===== src/rtl/core_l1i.sv =====
// Direct-mapped L1 instruction cache, one 32-bit word per line.
// Single-outstanding refill over a word-wide request/response bus.
module core_l1i #(
   parameter int LINES = 16
) (
   input  logic        clk,
   input  logic        rst_n,
   input  logic        core_req_val,
   input  logic [31:0] core_req_addr,
   output logic        core_req_ack,
   input  logic        core_kill,
   input  logic        core_flush,
   output logic        core_resp_val,
   output logic [31:0] core_resp_data,
   output logic        mem_req_val,
   output logic [31:0] mem_req_addr,
   input  logic        mem_req_ack,
   input  logic        mem_resp_val,
   input  logic [31:0] mem_resp_data
);

   localparam int IDX = $clog2(LINES);
   localparam int TW  = 30 - IDX;

   typedef enum logic [1:0] {
      IDLE,
      MISS_REQ,
      MISS_WAIT
   } state_t;

   state_t            state_q, state_d;
   logic [LINES-1:0]  valid_q, valid_d;
   logic [TW-1:0]     tag_q  [LINES];
   logic [31:0]       data_q [LINES];
   logic [31:2]       addr_q, addr_d;
   logic              kill_q, kill_d;
   logic              resp_val_q, resp_val_d;
   logic [31:0]       resp_data_q, resp_data_d;
   logic              mreq_val_q, mreq_val_d;
   logic [31:0]       mreq_addr_q, mreq_addr_d;
   logic              fill_we;

   logic [IDX-1:0]    req_idx;
   logic [TW-1:0]     req_tag;
   logic [IDX-1:0]    fill_idx;
   logic [TW-1:0]     fill_tag;
   logic              hit;
   logic              unused_addr_lsb;

   assign req_idx  = core_req_addr[IDX+1:2];
   assign req_tag  = core_req_addr[31:IDX+2];
   assign fill_idx = addr_q[IDX+1:2];
   assign fill_tag = addr_q[31:IDX+2];
   assign unused_addr_lsb = ^core_req_addr[1:0];

   // A flush in the lookup cycle forces a miss.
   assign hit = valid_q[req_idx] && (tag_q[req_idx] == req_tag)
                && !core_flush;

   assign core_req_ack   = (state_q == IDLE);
   assign core_resp_val  = resp_val_q;
   assign core_resp_data = resp_data_q;
   assign mem_req_val    = mreq_val_q;
   assign mem_req_addr   = mreq_addr_q;

   always_comb begin
      state_d     = state_q;
      valid_d     = valid_q;
      addr_d      = addr_q;
      kill_d      = kill_q;
      resp_val_d  = 1'b0;
      resp_data_d = resp_data_q;
      mreq_val_d  = mreq_val_q;
      mreq_addr_d = mreq_addr_q;
      fill_we     = 1'b0;
      unique case (state_q)
         IDLE: begin
            if (core_req_val) begin
               if (hit) begin
                  resp_val_d  = 1'b1;
                  resp_data_d = data_q[req_idx];
               end else begin
                  addr_d      = core_req_addr[31:2];
                  kill_d      = 1'b0;
                  mreq_val_d  = 1'b1;
                  mreq_addr_d = {core_req_addr[31:2], 2'b00};
                  state_d     = MISS_REQ;
               end
            end
         end
         MISS_REQ: begin
            if (core_kill) kill_d = 1'b1;
            if (mem_req_ack) begin
               mreq_val_d = 1'b0;
               state_d    = MISS_WAIT;
            end
         end
         MISS_WAIT: begin
            if (core_kill) kill_d = 1'b1;
            if (mem_resp_val) begin
               fill_we           = 1'b1;
               valid_d[fill_idx] = 1'b1;
               state_d           = IDLE;
               if (!(kill_q || core_kill)) begin
                  resp_val_d  = 1'b1;
                  resp_data_d = mem_resp_data;
               end
            end
         end
         default: state_d = IDLE;
      endcase
      if (core_flush) valid_d = '0;
   end

   always_ff @(posedge clk or negedge rst_n) begin
      if (!rst_n) begin
         state_q     <= IDLE;
         valid_q     <= '0;
         addr_q      <= '0;
         kill_q      <= 1'b0;
         resp_val_q  <= 1'b0;
         resp_data_q <= '0;
         mreq_val_q  <= 1'b0;
         mreq_addr_q <= '0;
      end else begin
         state_q     <= state_d;
         valid_q     <= valid_d;
         addr_q      <= addr_d;
         kill_q      <= kill_d;
         resp_val_q  <= resp_val_d;
         resp_data_q <= resp_data_d;
         mreq_val_q  <= mreq_val_d;
         mreq_addr_q <= mreq_addr_d;
      end
   end

   // Tag/data need no reset; the valid bits gate them.
   always_ff @(posedge clk) begin
      if (fill_we) begin
         tag_q[fill_idx]  <= fill_tag;
         data_q[fill_idx] <= mem_resp_data;
      end
   end

endmodule

===== config.mk =====
export PLATFORM = sky130hd
export DESIGN_NAME = core_l1i
export DESIGN_NICKNAME = d
export VERILOG_FILES = /design/src/rtl/core_l1i.sv
export SDC_FILE = /design/constraint.sdc
export NUM_CORES = 1
export LEC_CHECK = 0
export ABC_CLOCK_PERIOD_IN_PS = 6200
export CAP_MARGIN = 20
export CORE_UTILIZATION = 50
export DETAILED_ROUTE_END_ITERATION = 7
export PLACE_DENSITY = 0.7
export RECOVER_POWER = 25
export SLEW_MARGIN = 0
export SYNTH_ARGS = -nofsm -noshare
export SYNTH_HDL_FRONTEND = slang
export SYNTH_SLANG_ARGS = --single-unit

===== constraint.sdc =====
create_clock -name clk -period 6.2 [get_ports clk]
set_clock_uncertainty 0.2 [all_clocks]
set_input_delay 1.24 -clock clk [delete_from_list [all_inputs] [get_ports clk]]
set_output_delay 1.24 -clock clk [all_outputs]
set_load 0.02 [all_outputs]

### After elaboration in Yosys (flattened, before gate mapping)

Memories as Yosys holds them, arrays and structs flattened.
Cells that the tools add are included.
W data, S select, Z words.

* input port bits: 71
* memories kept: 2
* output and inout port bits: 67
* bits in registers: 83
* bits in writable memories: 928
* word-level logic and storage cells: 76

Memories
* data_q: words 16, bits a word 32, read ports 1, clocked after Yosys merged registers in 0, write ports 1, RTL line 34 `logic [31:0] data_q [LINES];`
* tag_q: words 16, bits a word 26, read ports 1, clocked after Yosys merged registers in 0, write ports 1, RTL line 33 `logic [TW-1:0] tag_q [LINES];`

* $lt $le $gt $ge: 3
* mux-type cells: 34
* reductions and logical operators: 18
* equal/unequal tests: 10
* bitwise logic cells: 2

Operators by type and width (count)
* $mux W32: 4
* $pmux W32 S2: 1
* $mux W16: 3
* $eq A26 B26 Y1: 1
* $mux W1: 16
* $or A16 B16 Y16: 1
* $reduce_and A4 Y1: 3
* $lt A4 B5 Y1 const B: 2
* $ne A2 B2 Y1 const B: 5
* $reduce_bool A2 Y1: 5
* $mux W2: 4
* $pmux W1 S2: 3
* $pmux W2 S3: 1
* $reduce_and A5 Y1: 1
* $bmux W1 S4: 1
* $demux W1 S4: 1
* $ge A4 B1 Y1 const B: 1
* $ne A2 B1 Y1 const B: 2
* $logic_and A1 B1 Y1: 3
* $reduce_and A3 Y1: 1
* $eq A2 B1 Y1 const B: 1
* $eq A2 B2 Y1 const B: 1
* $logic_not A2 Y1: 1
* $reduce_and A2 Y1: 1
* other kinds (4): 4

### Logic depth before layout (Yosys ltp)

Gate-level depths: netlist of run 1.

* word-level depth: 8
* mapped depth: 14
* mapped depth without buffers: 9

### Least setup slack after synthesis of run 1

No wires, ideal clock.

* path type: in2reg
* start point: input port mem_resp_val
* end point: memory data_q[0][0], enable pin
* setup time: 0.548 ns
* required time: 5.452 ns
* arrival time: 5.689 ns
* setup slack: -0.236 ns
* buffers on the path: 0
* cell stages on the path: 3
* cells stage by stage: nand2_1 > or3_1 > nor3_1

* cells in the longest elaborated chain, start to end: 4

RTL lines
* from (decl): RTL line 18 `input logic mem_resp_val,`
* $mux W1: RTL line 100 `if (mem_resp_val) begin`
* $mux W1: RTL line 76 `unique case (state_q)`
* $mux W1: RTL line 139 `if (fill_we) begin`
* $mux W1 (not written as such): RTL line 141 `data_q[fill_idx] <= mem_resp_data;`
* to (decl): RTL line 34

Every way passes these cells.

### Worst setup path in the final report of run 1

* start point: input port core_req_addr[3]
* end point: register addr_q[8] (netlist name)

* cells in the longest elaborated chain, start to end: 6

RTL lines
* from (decl): RTL line 9 `input logic [31:0] core_req_addr,`
* $mem_v2 Z16 W26 / $bmux W1 S4 (equally long branches)
* $eq A26 B26 Y1 / $mux W1 (equally long branches): RTL line 57 `assign hit = valid_q[req_idx] && (tag_q[req_idx] == req_tag)`
* $logic_and A1 B1 Y1 (*): RTL line 57
* $logic_and A1 B1 Y1 (*): RTL line 58 `&& !core_flush;`
* $not A1 Y1 (no line) (*)
* $reduce_and A3 Y1 (no line) (*)
* to (signal assigned): RTL line 128 `addr_q <= addr_d;`
* to (decl): RTL line 35 `logic [31:2] addr_q, addr_d;`

Every way passes the cells marked *; elsewhere a longest branch is shown, timed or not. The select of a mux whose other input is x is not followed.
A chain may end at the register's enable or synchronous reset.

==> results of run 1 <==
[layout by cell type (no fill, tap or decap), types with 29 or more instances in the layout]
| cell type | synthesis | routed |
|---|---|---|
| sky130_fd_sc_hd__edfxtp_1 | 928 | 928 |
| sky130_fd_sc_hd__dfrtp_1 | 83 | 83 |
| sky130_fd_sc_hd__nand2_1 | 112 | 112 |
| sky130_fd_sc_hd__clkdlybuf4s50_1 | 0 | 122 |
| sky130_fd_sc_hd__mux2i_1 | 71 | 71 |
| sky130_fd_sc_hd__nor2_1 | 55 | 43 |
| sky130_fd_sc_hd__mux2_2 | 43 | 43 |
| sky130_fd_sc_hd__buf_4 | 14 | 31 |
| sky130_fd_sc_hd__clkbuf_16 | 0 | 100 |
| sky130_fd_sc_hd__clkbuf_1 | 28 | 29 |
| sky130_fd_sc_hd__mux4_2 | 260 | 260 |
[critical path: cells and delay by family]
kind | cells | cell delay [ns]
compound gates | 1 | 0.21
xor+xnor | 1 | 0.38
buf+inv | 2 | 0.83
mux | 3 | 1.29
simple gates | 4 | 0.87
[cell type report]
type                    instances  area, µm²
clock inverters                46      406.6
diodes                          1      2.502
well taps                    1040       1301
clock buffers                 136       2718
fillers                      5579      32380
multi-input cells             684       8984
repair buffers                177       1831
flip-flops and latches       1011      29940
inverters                       8      30.03
[synth_stat cells, drive strengths merged (7+ instances only)]
cell,n
a22oi,12
buf,60
clkbuf,28
dfrtp,83
edfxtp,928
inv,7
mux2,64
mux2i,71
mux4,260
nand2,112
nand2b,9
nor2,55
xnor2,20
xor2,10
[power groups by stage]
stage | Sequential [W] | Combinational [W] | Clock [W]
floorplan | 0.00901 | 0.00100 | 0
global placement | 0.00887 | 0.00221 | 0
CTS | 0.00879 | 0.00226 | 0.00586
detailed placement | 0.00893 | 0.00225 | 0
finish | 0.00878 | 0.00222 | 0.00577
global route | 0.00887 | 0.00237 | 0.00614
[registers in the layout, indices dropped and copies added (netlist names)]
register	flops
tag_q	416
kill_q	1
valid_q	16
state_q	2
mem_req_val	1
core_resp_data	32
addr_q	30
data_q	512
core_resp_val	1
[path summary, 6_finish.rpt]
| kind | from | to | slack (ns) | cells past startpoint |
|---|---|---|---|---|
| max | core_req_addr[3] | addr_q[8] | 1.55 | 11 |
| min | core_resp_data[20] | core_resp_data[20] | 0.28 | 1 |
| max reg2reg | tag_q[11][17] | addr_q[8] | 2.36 | 10 |
| min reg2reg | core_resp_data[20] | core_resp_data[20] | 0.28 | 1 |
| max in group asynchronous | rst_n | addr_q[17] | 2.65 | 2 |
| min in group asynchronous | rst_n | core_resp_data[7] | 1.25 | 1 |
[per-layer routing]
metal | global-route usage, % | wire [µm] | vias to the layer above
li1 | - | - | 7783
met1 | 31.96 | 35960 | 9969
met2 | 36.11 | 42320 | 759
met3 | 3.659 | 5973 | 140
met4 | 5.807 | 1895 | 2
met5 | 0 | 16 | -
[stage by stage]
stage	setup slack (ns)	cells	instance area [µm²]	power [W]	hold slack, ns
2_1_floorplan	0.05353	1791	39300	0.01002	0.2608
3_3_place_gp	0.9605	2920	42090	0.01108	0.2671
3_5_place_dp	0.8977	2920	42090	0.01118	0.2751
4_1_cts	1.580	3102	45220	0.01691	0.2891
5_1_grt	1.346	3102	45210	0.01738	0.3060
6_report	1.547	3103	45220	0.01677	0.2811
[kinds of logic (layout without fill, tap and decap cells)]
kind of cell / after synthesis / after routing / share of synthesized area (%)
flip-flops: 1011 / 1011 / 76.23
XOR/XNOR: 30 / 30 / 0.6689
AO/OA/AOI/OAI: 41 / 41 / 0.7931
AND/OR/NAND/NOR: 213 / 213 / 2.389
buffers and inverters: 96 / 367 / 1.265
multiplexers: 395 / 395 / 18.55
adder cells (fa/ha/maj): 3 / 3 / 0.09557
other: 1 / 3 / 0.009546
==> metrics.txt, run 1 <==
# TYPE chip_impl_metric gauge
chip_impl_info{name="run_status",value="complete, but fails checks"} 1
chip_impl_info{name="failed_checks",value="max-capacitance violations, max-slew violations"} 1
chip_impl_metric{name="postSynthRegisterBits",unit=""} 1011
chip_impl_metric{name="avgViaCountPerCell",unit=""} 6.011
chip_impl_metric{name="die_height",unit="µm"} 282.3
chip_impl_metric{name="p_seq_share",unit="%"} 52.4
chip_impl_metric{name="detailedRoute.firstIterationViolations",unit=""} 1986
chip_impl_info{name="critPathMostFrequentCell",value="sky130_fd_sc_hd__mux4_2"} 1
chip_impl_metric{name="cp_data_required_time",unit="ns"} 6.52
chip_impl_metric{name="path_max_fanout",unit=""} 75
chip_impl_metric{name="place.detailed.hpwl",unit="µm"} 44980
chip_impl_metric{name="largest_net_degree_at_the_start_of_global_routing",unit=""} 76
chip_impl_metric{name="postLayoutCoreUtil",unit="%"} 58.27
chip_impl_info{name="synth-main-ff-cell",value="sky130_fd_sc_hd__edfxtp_1"} 1
chip_impl_metric{name="io-pin-count",unit=""} 138
chip_impl_metric{name="die_area",unit="µm²"} 79690
chip_impl_metric{name="maxCapViolCount",unit=""} 1
chip_impl_metric{name="synth.yosys.warnings",unit=""} 0
chip_impl_metric{name="post-route-period-util",unit="%"} 75.04
chip_impl_metric{name="number_of_setup_buffers_added_after_cts",unit=""} 0
chip_impl_metric{name="wl_per_cell",unit="µm"} 27.77
chip_impl_metric{name="clk_pin_slew_worst_paths",unit="ns"} 0.06
chip_impl_metric{name="fraction_of_final_layout_cells_with_drive_strength_greater_than_1",unit="%"} 25.12
chip_impl_info{name="critPathKind",value="input port to register"} 1
chip_impl_metric{name="globalRouteOverflowTotal",unit=""} 0
chip_impl_metric{name="area_delta_synth_final",unit="%"} 15.11
chip_impl_metric{name="synth.avg_cell_area",unit="µm²"} 21.94
chip_impl_metric{name="post_cts_resized",unit=""} 0
chip_impl_metric{name="place.gp.congestion",unit=""} 0.7683
chip_impl_metric{name="gr-usage-all-layers",unit="%"} 22.34
chip_impl_metric{name="internal_power",unit="W"} 0.01257
chip_impl_metric{name="time_the_final_worst_path_needs_with_i_o_delays_and_setup",unit="ns"} 4.653
chip_impl_info{name="cp-start-kind",value="input port"} 1
chip_impl_metric{name="switching_power",unit="W"} 0.004200
chip_impl_metric{name="async_flop_share",unit="%"} 8.210
chip_impl_metric{name="fp-row-count",unit=""} 102
chip_impl_metric{name="route.vias.total",unit=""} 18650
chip_impl_metric{name="p_clk_share",unit="%"} 34.4
chip_impl_metric{name="synth_enable_flop_cells",unit=""} 928
chip_impl_metric{name="cts_buffer_count",unit=""} 99
chip_impl_metric{name="port_buffers",unit=""} 133
chip_impl_metric{name="floorplan.initialDensity",unit="%"} 50.62
chip_impl_metric{name="critPathMaxStageDelay",unit="ns"} 0.50
chip_impl_metric{name="synthesis.instances",unit=""} 1790
chip_impl_metric{name="fmax",unit="MHz"} 214.9
chip_impl_metric{name="tightest_slew",unit="ns"} 2.726
chip_impl_metric{name="clock_sink_count",unit=""} 1011
chip_impl_metric{name="p_comb_share",unit="%"} 13.2
chip_impl_metric{name="placeableCoreArea",unit="µm²"} 77590
chip_impl_metric{name="detail_route.first_pass.iterations",unit=""} 5
chip_impl_metric{name="vdd_drop_max",unit="mV"} 0.2976
chip_impl_metric{name="p_leak",unit="nW"} 14.74
chip_impl_metric{name="headroom_to_the_max_slew_limit",unit="%"} -81.73
chip_impl_metric{name="synthDominantCellAreaShare",unit="%"} 70.94
chip_impl_metric{name="hold_viol",unit=""} 0
chip_impl_info{name="rsz0062_at_grt",value="false"} 1
chip_impl_metric{name="dieWidth",unit="µm"} 282.3
chip_impl_metric{name="arrival",unit="ns"} 4.98
chip_impl_info{name="tritoncts_clock_tree",value="done"} 1
chip_impl_metric{name="antenna_violating_nets_post_route",unit=""} 0
chip_impl_metric{name="maxSlewViolCount",unit=""} 40
chip_impl_metric{name="netlist-cell-type-count",unit=""} 52
chip_impl_metric{name="cts_htree_levels",unit=""} 3
chip_impl_metric{name="wirelength",unit="µm"} 86160
chip_impl_metric{name="timing.setup.tns",unit="ns"} 0
chip_impl_info{name="hold_class",value="register to register"} 1
chip_impl_metric{name="cts_max_path_buffers",unit=""} 3
chip_impl_metric{name="grt_antenna_before_repair",unit=""} 3
chip_impl_metric{name="clkLatencyLatePin",unit="ns"} 0.66
chip_impl_metric{name="drc",unit=""} 0
chip_impl_metric{name="first_global_vias",unit=""} 19600
chip_impl_metric{name="post_synth_instance_area",unit="µm²"} 39280
chip_impl_metric{name="synth_seq_area_share",unit="%"} 76.23
chip_impl_info{name="setup.worst_path.end_class",value="register"} 1
chip_impl_metric{name="final_nets",unit=""} 2055
chip_impl_info{name="synth_area_leader_cell",value="sky130_fd_sc_hd__edfxtp_1"} 1
chip_impl_metric{name="hold_buffers",unit=""} 0
chip_impl_info{name="synth_area_leaders",value="sky130_fd_sc_hd__edfxtp_1, sky130_fd_sc_hd__mux4_2, sky130_fd_sc_hd__dfrtp_1, sky130_fd_sc_hd__mux2i_1, sky130_fd_sc_hd__mux2_2"} 1
chip_impl_info{name="cts_root_cell",value="sky130_fd_sc_hd__clkbuf_16"} 1
chip_impl_info{name="list_of_cells_traversed_by_the_critical_path",value="buf_8 -> mux4_2 -> mux4_2 -> xnor2_1 -> o2111ai_1 -> or3_1 -> nor4_2 -> nand2_1 -> nand3_2 -> buf_4 -> mux2_2"} 1
chip_impl_info{name="cpMaxStageDelayCell",value="sky130_fd_sc_hd__buf_8"} 1
chip_impl_metric{name="grt_first_pass_wirelength",unit="µm"} 127600
chip_impl_metric{name="finalSetupViolCount",unit=""} 0
chip_impl_metric{name="p_sw_share",unit="%"} 25.05
chip_impl_metric{name="power.density",unit="nW/µm²"} 370.8
(Power assumes the default switching activity.)
==> inputs of run 2 (changes only) <==
--- a/config.mk
+++ b/config.mk
@@ -5,7 +5,7 @@
 export SDC_FILE = /design/constraint.sdc
 export NUM_CORES = 1
 export LEC_CHECK = 0
-export ABC_CLOCK_PERIOD_IN_PS = 6200
+export ABC_CLOCK_PERIOD_IN_PS = 3980
 export CAP_MARGIN = 20
 export CORE_UTILIZATION = 50
 export DETAILED_ROUTE_END_ITERATION = 7
==> constraint.sdc (replaced) <==
create_clock -name clk -period 3.98 [get_ports clk]
set_clock_uncertainty 0.2 [all_clocks]
set_input_delay 0.796 -clock clk [delete_from_list [all_inputs] [get_ports clk]]
set_output_delay 0.796 -clock clk [all_outputs]
set_load 0.02 [all_outputs]
==> metrics.txt, run 2 (synthesis gave the netlist of run 1 again) <==
# TYPE chip_impl_metric gauge
chip_impl_metric{name="largest_net_degree_at_the_start_of_global_routing",unit=""} 60
chip_impl_info{name="mostFrequentLayoutCells",value="sky130_fd_sc_hd__edfxtp_1, sky130_fd_sc_hd__mux4_2, sky130_fd_sc_hd__clkdlybuf4s50_1"} 1
chip_impl_metric{name="fraction_of_final_layout_cells_with_drive_strength_greater_than_1",unit="%"} 28.49
chip_impl_info{name="cts_root_cell",value="sky130_fd_sc_hd__clkbuf_16"} 1
chip_impl_info{name="layout.cells.most_common",value="sky130_fd_sc_hd__edfxtp_1"} 1
chip_impl_metric{name="p_leak",unit="nW"} 15.29
chip_impl_metric{name="final.hold.worst_slack",unit="ns"} 0.2809
chip_impl_metric{name="clk_pin_slew_worst_paths",unit="ns"} 0.06
chip_impl_metric{name="io-pin-count",unit=""} 138
chip_impl_metric{name="num_antenna_cells",unit=""} 0
chip_impl_metric{name="vdd_drop_max",unit="mV"} 0.4645
chip_impl_info{name="reg_with_most_ffs",value="data_q"} 1
chip_impl_metric{name="maxSlewViolCount",unit=""} 0
chip_impl_metric{name="headroom_to_the_max_slew_limit",unit="%"} 35.34
chip_impl_metric{name="area_delta_synth_final",unit="%"} 17.56
chip_impl_info{name="hold_class",value="register to register"} 1
chip_impl_info{name="critPathMostFrequentCell",value="sky130_fd_sc_hd__mux4_2"} 1
chip_impl_info{name="list_of_cells_traversed_by_the_critical_path",value="buf_8 -> mux4_2 -> mux4_2 -> xor2_1 -> a31oi_1 -> buf_4 -> nand2_1 -> nor4_2 -> nand4_1 -> a21oi_4 -> buf_12 -> mux2_2"} 1
chip_impl_metric{name="number_of_setup_buffers_added_after_cts",unit=""} 0
chip_impl_metric{name="detailedRoute.firstIterationViolations",unit=""} 1830
chip_impl_metric{name="post-route-worst-setup-slack",unit="ns"} 0.2248
chip_impl_metric{name="post-route-period-util",unit="%"} 94.35
chip_impl_metric{name="first_global_vias",unit=""} 19990
chip_impl_metric{name="fillCellCount",unit=""} 5494
chip_impl_metric{name="critPathMaxStageDelay",unit="ns"} 0.54
chip_impl_metric{name="arrival",unit="ns"} 4.09
chip_impl_metric{name="wl_per_cell",unit="µm"} 26.89
chip_impl_metric{name="final_nets",unit=""} 2149
chip_impl_info{name="critPathKind",value="input port to register"} 1
chip_impl_metric{name="clock_sink_count",unit=""} 1011
chip_impl_metric{name="power.density",unit="nW/µm²"} 565.4
chip_impl_metric{name="place.gp.congestion",unit=""} 0.7913
chip_impl_metric{name="path_max_fanout",unit=""} 32
chip_impl_metric{name="wirelength",unit="µm"} 86100
chip_impl_info{name="cp-start-kind",value="input port"} 1
chip_impl_metric{name="antenna_violating_nets_post_route",unit=""} 0
chip_impl_metric{name="grt_antenna_before_repair",unit=""} 1
chip_impl_metric{name="detail_route.first_pass.iterations",unit=""} 7
chip_impl_info{name="run_status",value="finished, final reports clean"} 1
chip_impl_metric{name="die_height",unit="µm"} 282.3
chip_impl_metric{name="die_area",unit="µm²"} 79690
chip_impl_metric{name="cts_buffer_count",unit=""} 101
chip_impl_metric{name="cts_max_path_buffers",unit=""} 3
chip_impl_metric{name="cp_data_required_time",unit="ns"} 4.31
chip_impl_metric{name="place_ws",unit="ns"} -0.4570
chip_impl_metric{name="fmax",unit="MHz"} 266.3
chip_impl_metric{name="largest_register_ffs",unit=""} 512
chip_impl_metric{name="floorplan.initialDensity",unit="%"} 50.62
chip_impl_metric{name="route.vias.total",unit=""} 18820
chip_impl_info{name="setup.worst_path.end_class",value="register"} 1
chip_impl_metric{name="finalSetupViolCount",unit=""} 0
chip_impl_metric{name="port_buffers",unit=""} 133
chip_impl_metric{name="time_the_final_worst_path_needs_with_i_o_delays_and_setup",unit="ns"} 3.755
chip_impl_metric{name="place.detailed.hpwl",unit="µm"} 47200
chip_impl_metric{name="gr-usage-all-layers",unit="%"} 22.44
chip_impl_info{name="tritoncts_clock_tree",value="done"} 1
chip_impl_metric{name="avgViaCountPerCell",unit=""} 5.878
chip_impl_info{name="cpMaxStageDelayCell",value="sky130_fd_sc_hd__mux4_2"} 1
chip_impl_metric{name="dieWidth",unit="µm"} 282.3
chip_impl_info{name="rsz0062_at_grt",value="false"} 1
chip_impl_metric{name="tightest_slew",unit="ns"} 0.9698
chip_impl_metric{name="clkLatencyLatePin",unit="ns"} 0.65
chip_impl_metric{name="drc",unit=""} 0
chip_impl_metric{name="cts_htree_levels",unit=""} 3
chip_impl_metric{name="placeableCoreArea",unit="µm²"} 77590
chip_impl_metric{name="fp-row-count",unit=""} 102
chip_impl_metric{name="hold_viol",unit=""} 0
chip_impl_metric{name="maxCapViolCount",unit=""} 0
chip_impl_metric{name="globalRouteOverflowTotal",unit=""} 0
chip_impl_metric{name="grt_first_pass_wirelength",unit="µm"} 128500
run 2: per-stage QoR:
step / cells / total power, W / util (%) / cell area, µm² / setup TNS (ns)
after floorplan: 1791 / 0.01560 / - / 39310 / -244.90
after global placement: 3011 / 0.01740 / 55.49 / 43060 / -19.75
after detailed placement: 3011 / 0.01753 / 55.49 / 43060 / -22.87
after CTS: 3202 / 0.02635 / 59.52 / 46180 / 0
after global routing: 3202 / 0.02705 / 59.52 / 46180 / 0
final: 3202 / 0.02611 / 59.52 / 46180 / 0
run 2: final timing paths:
check / cells after the start / to / startpoint / slack [ns]
hold reg to reg: 1 / core_resp_data[16] / core_resp_data[16] / 0.28
max in group asynchronous: 3 / core_resp_data[21] / rst_n / 2.33
hold / removal: 1 / core_resp_data[16] / core_resp_data[16] / 0.28
min in group asynchronous: 2 / core_resp_data[14] / rst_n / 0.53
setup reg to reg: 11 / core_resp_data[22] / tag_q[10][10] / 0.27
setup / recovery: 12 / core_resp_data[22] / core_req_addr[3] / 0.22
run 2: layout make-up:
cell class | count | area [µm²] | share of cell area (%)
Clock inverter | 62 | 372.9 | 0.8074
Inverter | 8 | 30.03 | 0.06502
Sequential cell | 1011 | 29940 | 64.84
Clock buffer | 128 | 2740 | 5.934
Timing Repair Buffer | 269 | 2803 | 6.069
Multi-Input combinational cell | 684 | 8990 | 19.47
Tap cell | 1040 | 1301 | 2.818
run 2: repair_timing:
item	4_1_cts	5_1_grt
gates resized for setup	0	0
hold endpoints to repair	16	0
hold buffers	1	0
run 2: per-layer routing:
layer | vias to the layer above | global-route usage [%] | part of all wire (%)
met5 | - | 0 | 0
li1 | 7967 | - | -
met4 | 0 | 6.528 | 2.7
met3 | 150 | 3.799 | 7.3
met2 | 724 | 35.80 | 49
met1 | 9981 | 32.19 | 41
run 2: where the power goes:
group	total (W)	internal [W]	switching, W
Clock	0.00886	0.00500	0.00386
Sequential	0.0137	0.0129	0.000809
Combinational	0.00358	0.00164	0.00194
run 2: worst max-delay path: cells and delay by family:
kind,cells,cell delay [ns]
compound gates,2,0.52
simple gates,3,0.51
xor+xnor,1,0.16
mux,3,1.42
buf+inv,3,0.61
